File: config.mk
export PLATFORM = sky130hd
export DESIGN_NAME = midi_voice_rx
export DESIGN_NICKNAME = d
export VERILOG_FILES = /design/src/rtl/midi_voice_rx.sv
export SDC_FILE = /design/constraint.sdc
export NUM_CORES = 1
export LEC_CHECK = 0
export CORE_MARGIN = 2
export CORE_UTILIZATION = 54
export DETAILED_ROUTE_END_ITERATION = 6
export PLACE_DENSITY = 0.86
export SYNTH_ARGS = -nofsm -noshare
export SYNTH_HDL_FRONTEND = slang
export SYNTH_SLANG_ARGS = --single-unit
export TNS_END_PERCENT = 50
File: constraint.sdc
create_clock -name clk -period 2.9 [get_ports clk]
set_input_delay 0.29 -clock clk [delete_from_list [all_inputs] [get_ports clk]]
set_output_delay 0.29 -clock clk [all_outputs]
set_load 0.01 [all_outputs]
File: src/rtl/midi_voice_rx.sv
// midi_voice_rx: MIDI 1.0 serial receiver and polyphonic voice allocator.
// Define MIDI_RX_STEAL_EN to steal the oldest voice when every voice is busy.
module midi_voice_rx #(
  parameter int CLKS_PER_BIT = 3200,
  parameter int NUM_VOICES   = 8,
  parameter int VEL_W        = 3,
  parameter int WAVE_W       = 2,
  parameter int MIDI_CH      = 16
) (
  input  logic                        clk,
  input  logic                        rst,
  input  logic                        midi_in,
  output logic [NUM_VOICES-1:0]       voice_on,
  output logic [NUM_VOICES*7-1:0]     voice_note,
  output logic [NUM_VOICES*VEL_W-1:0] voice_vel,
  output logic [WAVE_W-1:0]           wave_out,
  output logic                        byte_valid,
  output logic [7:0]                  byte_data,
  output logic                        frame_err,
  output logic                        voice_drop
);
  localparam int CW = $clog2(CLKS_PER_BIT);
  localparam int IW = (NUM_VOICES > 1) ? $clog2(NUM_VOICES) : 1;
  localparam logic [CW-1:0] HALF = CW'(CLKS_PER_BIT / 2 - 1);
  localparam logic [CW-1:0] FULL = CW'(CLKS_PER_BIT - 1);

  typedef enum logic [2:0] {IDLE, START, DATA, STOP, WAIT_HI} rx_t;

  rx_t           state;
  logic          s1, s2;
  logic [CW-1:0] cnt;
  logic [2:0]    bit_idx;
  logic [7:0]    shreg;

  always_ff @(posedge clk) begin
    if (rst) begin
      s1         <= 1'b1;
      s2         <= 1'b1;
      state      <= IDLE;
      cnt        <= '0;
      bit_idx    <= '0;
      shreg      <= '0;
      byte_valid <= 1'b0;
      byte_data  <= '0;
      frame_err  <= 1'b0;
    end else begin
      s1         <= midi_in;
      s2         <= s1;
      byte_valid <= 1'b0;
      frame_err  <= 1'b0;
      cnt        <= cnt + CW'(1);
      unique case (state)
        IDLE: begin
          cnt <= '0;
          if (!s2) state <= START;
        end
        START: if (cnt == HALF) begin
          cnt <= '0;
          if (s2) begin
            frame_err <= 1'b1;
            state     <= IDLE;
          end else begin
            bit_idx <= '0;
            state   <= DATA;
          end
        end
        DATA: if (cnt == FULL) begin
          cnt     <= '0;
          shreg   <= {s2, shreg[7:1]};
          bit_idx <= bit_idx + 3'd1;
          if (bit_idx == 3'd7) state <= STOP;
        end
        STOP: if (cnt == FULL) begin
          cnt <= '0;
          if (s2) begin
            byte_valid <= 1'b1;
            byte_data  <= shreg;
            state      <= IDLE;
          end else begin
            frame_err <= 1'b1;
            state     <= WAIT_HI;
          end
        end
        default: begin
          cnt <= '0;
          if (s2) state <= IDLE;
        end
      endcase
    end
  end

  logic [7:0] status;
  logic       rs_valid;
  logic       dcnt;
  logic [6:0] d1;

  logic is_rt, is_sx, is_st, is_dat, two_byte, ch_ok, complete;
  logic on_msg, off_msg, pc_msg, ano_msg;
  logic [6:0] key, vin;

  assign is_rt    = byte_data[7:3] == 5'b11111;
  assign is_sx    = byte_data[7:3] == 5'b11110;
  assign is_st    = byte_data[7] && byte_data[7:4] != 4'hF;
  assign is_dat   = !byte_data[7];
  assign two_byte = !(status[7:4] == 4'hC || status[7:4] == 4'hD);
  assign ch_ok    = (MIDI_CH >= 16) || (status[3:0] == 4'(MIDI_CH));
  assign complete = byte_valid && is_dat && rs_valid && (dcnt || !two_byte);
  assign key      = d1;
  assign vin      = byte_data[6:0];

  assign on_msg  = complete && ch_ok && status[7:4] == 4'h9 && vin != 7'd0;
  assign off_msg = complete && ch_ok &&
                   (status[7:4] == 4'h8 || (status[7:4] == 4'h9 && vin == 7'd0));
  assign pc_msg  = complete && ch_ok && status[7:4] == 4'hC;
  assign ano_msg = complete && ch_ok && status[7:4] == 4'hB && key == 7'd123;

  logic [NUM_VOICES-1:0] hit;
  logic                  free_any, alloc_en, drop_en;
  logic [IW-1:0]         free_idx, alloc_idx;

`ifdef MIDI_RX_STEAL_EN
  logic [7:0]    age [NUM_VOICES];
  logic [7:0]    old_age;
  logic [IW-1:0] old_idx;
`endif

  always_comb begin
    hit       = '0;
    free_any  = 1'b0;
    free_idx  = '0;
    alloc_en  = 1'b0;
    alloc_idx = '0;
    drop_en   = 1'b0;
    for (int i = NUM_VOICES - 1; i >= 0; i--) begin
      hit[i] = voice_on[i] && voice_note[7*i +: 7] == key;
      if (!voice_on[i]) begin
        free_any = 1'b1;
        free_idx = IW'(i);
      end
    end
`ifdef MIDI_RX_STEAL_EN
    old_age = age[0];
    old_idx = '0;
    for (int i = 1; i < NUM_VOICES; i++) begin
      if (age[i] > old_age) begin
        old_age = age[i];
        old_idx = IW'(i);
      end
    end
`endif
    if (on_msg && hit == '0) begin
      if (free_any) begin
        alloc_en  = 1'b1;
        alloc_idx = free_idx;
      end else begin
`ifdef MIDI_RX_STEAL_EN
        alloc_en  = 1'b1;
        alloc_idx = old_idx;
`else
        drop_en   = 1'b1;
`endif
      end
    end
  end

  always_ff @(posedge clk) begin
    if (rst) begin
      status     <= '0;
      rs_valid   <= 1'b0;
      dcnt       <= 1'b0;
      d1         <= '0;
      voice_on   <= '0;
      voice_note <= '0;
      voice_vel  <= '0;
      wave_out   <= '0;
      voice_drop <= 1'b0;
`ifdef MIDI_RX_STEAL_EN
      for (int i = 0; i < NUM_VOICES; i++) age[i] <= '0;
`endif
    end else begin
      voice_drop <= drop_en;
      if (byte_valid) begin
        unique case (1'b1)
          is_rt: ;
          is_sx: begin
            rs_valid <= 1'b0;
            dcnt     <= 1'b0;
          end
          is_st: begin
            status   <= byte_data;
            rs_valid <= 1'b1;
            dcnt     <= 1'b0;
          end
          is_dat: if (rs_valid) begin
            if (complete) begin
              dcnt <= 1'b0;
            end else begin
              d1   <= vin;
              dcnt <= 1'b1;
            end
          end
          default: ;
        endcase
      end
      for (int i = 0; i < NUM_VOICES; i++) begin
        if (on_msg && hit[i])
          voice_vel[VEL_W*i +: VEL_W] <= vin[6 -: VEL_W];
        if (alloc_en && alloc_idx == IW'(i)) begin
          voice_note[7*i +: 7]        <= key;
          voice_vel[VEL_W*i +: VEL_W] <= vin[6 -: VEL_W];
          voice_on[i]                 <= 1'b1;
        end
        if (off_msg && hit[i]) voice_on[i] <= 1'b0;
        if (ano_msg) voice_on[i] <= 1'b0;
`ifdef MIDI_RX_STEAL_EN
        // Age counts allocations since this voice was claimed, saturating.
        if (alloc_en) begin
          if (alloc_idx == IW'(i)) age[i] <= '0;
          else if (voice_on[i] && age[i] != 8'hFF) age[i] <= age[i] + 8'd1;
        end
`endif
      end
      if (pc_msg) wave_out <= vin[WAVE_W-1:0];
    end
  end
endmodule

-- Yosys cells after proc, flatten, opt, wreduce, memory -nomap -nowiden
Cells that the tools add are included.
- flip-flop bits (word level): 146
- bits of input ports: 3
- output and inout port bits: 101
- word-level logic and storage cells: 230
- add/subtract/negate cells: 2
- equality and inequality tests: 36
- multiplexer cells: 63
- bitwise logic cells: 5
- reductions and logical operators: 85
- operators by type and width (operator ; count):
    $mux W3 ; 36
    $eq A7 B7 Y1 ; 8
    $logic_and A1 B1 Y1 ; 44
    $reduce_or A3 Y1 ; 9
    $mux W12 ; 2
    $pmux W12 S2 ; 1
    $reduce_bool A2 Y1 ; 11
    $eq A4 B4 Y1 const B ; 5
    $mux W1 ; 18
    $eq A3 B3 Y1 const B ; 5
    $add A12 B1 Y12 const B ; 1
    $eq A12 B11 Y1 const B ; 1
    $eq A12 B12 Y1 const B ; 1
    $eq A3 B2 Y1 const B ; 4
    $ne A2 B2 Y1 const B ; 6
    $pmux W3 S4 ; 1
    $logic_not A8 Y1 ; 1
    $reduce_and A4 Y1 ; 2
    $eq A7 B7 Y1 const B ; 1
    $logic_not A7 Y1 ; 1
    $reduce_bool A7 Y1 ; 1
    $eq A3 B1 Y1 const B ; 2
    $logic_not A3 Y1 ; 2
    $pmux W1 S2 ; 3
    14 further kinds ; 25

-- Depth between registers and ports, before layout
- word-level depth: 13
- depth in mapped cells: 10
- mapped depth without buffers: 8

-- Least setup slack after synthesis
No wires, ideal clock.
- kind: register to register
- start point: register byte_data[5]
- end point: register voice_vel[15]
- library setup time: 0.129 ns
- arrival time: 1.945 ns
- required time: 2.771 ns
- slack: 0.827 ns
- cell stages (with the launch flop): 11
- buffers on the path: 3
- period minus slack after synthesis: 2.073 ns
- path through: dfxtp_1 buf_2 nor4_1 a21boi_1 and2_4 buf_12 nor3b_4 buf_12 nand4_4 a21boi_4 mux2i_1
- cells in the longest elaborated chain, start to end: 7
- elaborated cells between the ends (all ways): 10
- classes of those cells: 1 x eq/ne; 3 x mux; 6 x reduce/logical
- RTL lines (element ; RTL line ; text):
    from (decl) ; 18 ; output logic [7:0] byte_data,
    from (signal assigned) ; 77 ; byte_data <= shreg;
    $reduce_bool A7 Y1 * ; 111 ; assign on_msg = complete && ch_ok && status[7:4] == 4'h9 && vin != 7'd0;
    $logic_and A1 B1 Y1 * ; 111 ;
    $logic_and A1 B1 Y1 ; 151 ; if (on_msg && hit == '0) begin
    $mux W3 ; 151 ;
    $eq A3 B3 Y1 ; 208 ; if (alloc_en && alloc_idx == IW'(i)) begin
    $logic_and A1 B1 Y1 ; 208 ;
    $mux W3 or $reduce_bool A2 Y1 (tied branches) ; n/a ;
    to (signal, indexed assignment) ; 207 ; voice_vel[VEL_W*i +: VEL_W] <= vin[6 -: VEL_W];
    to (signal, indexed assignment) ; 210 ; voice_vel[VEL_W*i +: VEL_W] <= vin[6 -: VEL_W];
    to (decl) ; 15 ; output logic [NUM_VOICES*VEL_W-1:0] voice_vel,
Every way passes the cells marked *; elsewhere a longest branch is shown, timed or not.
A chain may end at the register's enable or synchronous reset.

-- Final worst setup path
- start point: register d1[2]
- end point: register voice_vel[10]
- cells in the longest elaborated chain, start to end: 8
- elaborated cells between the ends (all ways): 25
- classes of those cells: 9 x eq/ne; 3 x mux; 13 x reduce/logical
- RTL lines (element ; RTL line ; text):
    from (decl) ; 95 ; logic [6:0] d1;
    from (signal assigned) ; 198 ; d1 <= vin;
    $eq A7 B7 Y1 ; 135 ; hit[i] = voice_on[i] && voice_note[7*i +: 7] == key;
    $logic_and A1 B1 Y1 ; 135 ;
    $logic_not A8 Y1 ; 151 ;
    $logic_and A1 B1 Y1 ; 151 ;
    $mux W3 ; 151 ;
    $eq A3 B2 Y1 ; 208 ;
    $logic_and A1 B1 Y1 ; 208 ;
    $mux W3 or $reduce_bool A2 Y1 (tied branches) ; n/a ;
Parallel ways exist; a longest one is shown, timed or not.

==> flow_summary.json <==
{
  "status": "finished, violations left",
  "violations": "DRC",
  "drive_above_1_share": 0.108,
  "crit_required_ns": 3.24,
  "gp_routability_congestion": 0.960,
  "drt_iter0_drc": 360,
  "cts_tree": "built",
  "final_util": 0.699,
  "max_cap_viol_count": 0,
  "ys_seq_area_frac": 0.431,
  "peakVddDrop_mv": 0.313,
  "wl_um": 16700,
  "dpl-instance-area_um2": 7750,
  "critPathKind": "flop to flop",
  "hp-class": "input port to flop",
  "relSlewSlack": 0.476,
  "grt_overflow": 0,
  "pin_count": 104,
  "pwr_density_cell_nw_per_um2": 507,
  "tightest_slew_ns": 0.785,
  "area_delta_synth_final_pct": 26.8,
  "antenna_left": 0,
  "dpl.cell_count": 911,
  "nets": 789,
  "clk_latency_ns": 0.42,
  "final_common_cell": "dfxtp_1",
  "ctsRootBufferMaster": "clkbuf_16",
  "vias": 5401,
  "synth_nets": 689,
  "antenna_found_initial": 0,
  "yosysTopAreaCell": "dfxtp_1",
  "dieHeight_um": 115,
  "crit_fanout": 14,
  "cts_made_buffers": 17,
  "worst_slack_ns": 0.240,
  "die_w_um": 115,
  "core-area_um2": 12000,
  "hold_viol": 0,
  "power_mw": 4.24,
  "post-place-ws_ns": 0.320,
  "die-area_um2": 13100,
  "first_pass_iters": 7,
  "drv_slew": 0,
  "finalNonFillerCells": 943,
  "cts_hold_buffers": 0,
  "ys_types": 56,
  "timing.fmax_mhz": 376,
  "grt_max_degree": 85,
  "endpoint_kind": "flop",
  "leakage_nw": 3.49,
  "antennaDiodeCount": 0,
  "cts.repair.resized": 0,
  "min_period_ns": 2.66,
  "rsz0062_at_grt": "no",
  "critPathArrivalTime_ns": 3.00,
  "final_cell_mix": "142 x dfxtp_1, 112 x nor2_1, 102 x clkdlybuf4s50_1",
  "avgViaCountPerCell": 5.73,
  "syn_avg_cell_area_um2": 9.66,
  "row_count": 40,
  "hpwl_um": 11900,
  "io_buffers": 103,
  "start_util": 0.551,
  "track_usage": 0.261,
  "ys_seq_elements": 142,
  "wire_per_inst_um": 17.7,
  "synthTopCellsByArea": "dfxtp_1 43%, mux2i_1 14%, xnor2_1 8.0%, nor2_1 6.4%, nand2b_1 2.8%",
  "fin_hold_ws_ns": 0.421,
  "clock_sinks": 142,
  "synth_warnings": 0,
  "h-tree-depth": 4,
  "grt_pass1_vias": 5281,
  "fin_worst_skew_ns": 0.00634,
  "setup_viol": 0,
  "worst_setup_path_start_kind": "flop",
  "drc": 4,
  "fin_area_um2": 8360,
  "grt_pass1_wl_um": 27000,
  "netlist_instances": 683,
  "yosysTopAreaCellShare": 0.431,
  "path_clk_slew_ns": 0.06,
  "syn_area_um2": 6600,
  "post-cts-setup-buffers": 0,
  "period_share": 0.917,
  "fin_setup_tns_ns": 0,
  "cts_buffer_depth": 2
}
-- cell usage after synthesis, drive strengths merged --
| cell | n |
|---|---|
| nor2b | 2 |
| a2111o | 1 |
| nor2 | 114 |
| a21boi | 9 |
| o21ai | 4 |
| nand3b | 2 |
| and2 | 3 |
| a22oi | 2 |
| ha | 3 |
| nand4 | 31 |
| o21bai | 1 |
| a221oi | 7 |
| and3b | 1 |
| a211oi | 2 |
| and3 | 6 |
| o211ai | 1 |
| or4 | 1 |
| a41oi | 1 |
| nor3 | 9 |
| o221ai | 1 |
| or3 | 3 |
| o221a | 1 |
| xnor2 | 60 |
| xor2 | 5 |
| nand2 | 45 |
| nor3b | 3 |
| nand2b | 31 |
| inv | 14 |
| and4 | 1 |
| buf | 24 |
| nor4b | 1 |
| o311a | 1 |
| a21oi | 21 |
| or3b | 1 |
| dfxtp | 142 |
| or2 | 2 |
| nor4 | 5 |
| o31a | 1 |
| nand3 | 7 |
| a31oi | 3 |
| clkbuf | 20 |
| mux2i | 91 |
-- metal layers --
| layer | up-vias | GRT usage | wire length, um | share of wire |
|---|---|---|---|---|
| met2 | 202 | 0.443 | 8320 | 0.50 |
| met3 | 39 | 0.0577 | 1020 | 0.061 |
| met4 | 0 | 0.115 | 437 | 0.026 |
| met1 | 2630 | 0.317 | 6900 | 0.41 |
| met5 | - | 0 | 0 | 0 |
| li1 | 2530 | - | - | - |
-- power by group --
part           switching [mW]  total, mW  internal, mW
registers             0.00379       1.96          1.95
logic                  0.0328     0.0458        0.0130
clock network           0.838       2.24          1.40
-- flip-flops by register name, indices dropped and copies added (netlist names) --
name / flops
voice_note: 56
voice_vel: 24
cnt: 12
byte_data: 8
shreg: 8
voice_on: 8
d1: 7
status: 4
bit_idx: 3
state: 3
wave_out: 2
byte_valid: 1
dcnt: 1
frame_err: 1
rs_valid: 1
s1: 1
s2: 1
voice_drop: 1
-- kinds of logic (layout without fill, tap and decap cells) --
family / after synthesis / count (layout) / share of synthesized area
AND/OR/NAND/NOR: 268 / 268 / 0.224
XOR/XNOR: 65 / 65 / 0.0863
AO/OA/AOI/OAI: 56 / 56 / 0.0715
adder cells (fa/ha/maj): 3 / 3 / 0.00569
flip-flops: 142 / 142 / 0.431
multiplexers: 91 / 91 / 0.138
buffers and inverters: 58 / 171 / 0.0432
-- final cells by class --
class                           instances  area [um2]
Fill cell                             847        3600
Multi-Input combinational cell        483        3470
Sequential cell                       142        2840
Timing Repair Buffer                  125        1190
Clock buffer                           19         453
Tap cell                              147         184
Clock inverter                         13         163
Inverter                               14        52.6
-- final timing paths --
check                          start                          to  slack, ns  cells after the start
hold reg to reg        s1$_SDFF_PP1_               s2$_SDFF_PP1_       0.42                      1
hold / removal                   rst    wave_out[1]$_SDFFE_PP0P_       0.42                      2
setup reg to reg  d1[2]$_SDFFE_PP0P_  voice_vel[10]$_SDFFE_PP0P_       0.24                      8
setup / recovery  d1[2]$_SDFFE_PP0P_  voice_vel[10]$_SDFFE_PP0P_       0.24                      8
-- critical path, stage by stage, from the launching register on --
cell and delay, ns:
dfxtp_1 0.81, xnor2_1 0.20, nand4_1 0.12, nor2_1 0.43, nor3b_4 0.07, buf_4 0.24, nand4_4 0.19, a21boi_4 0.29
mux2i_1 0.24
Note: power is estimated with default switching activity, not from simulation.
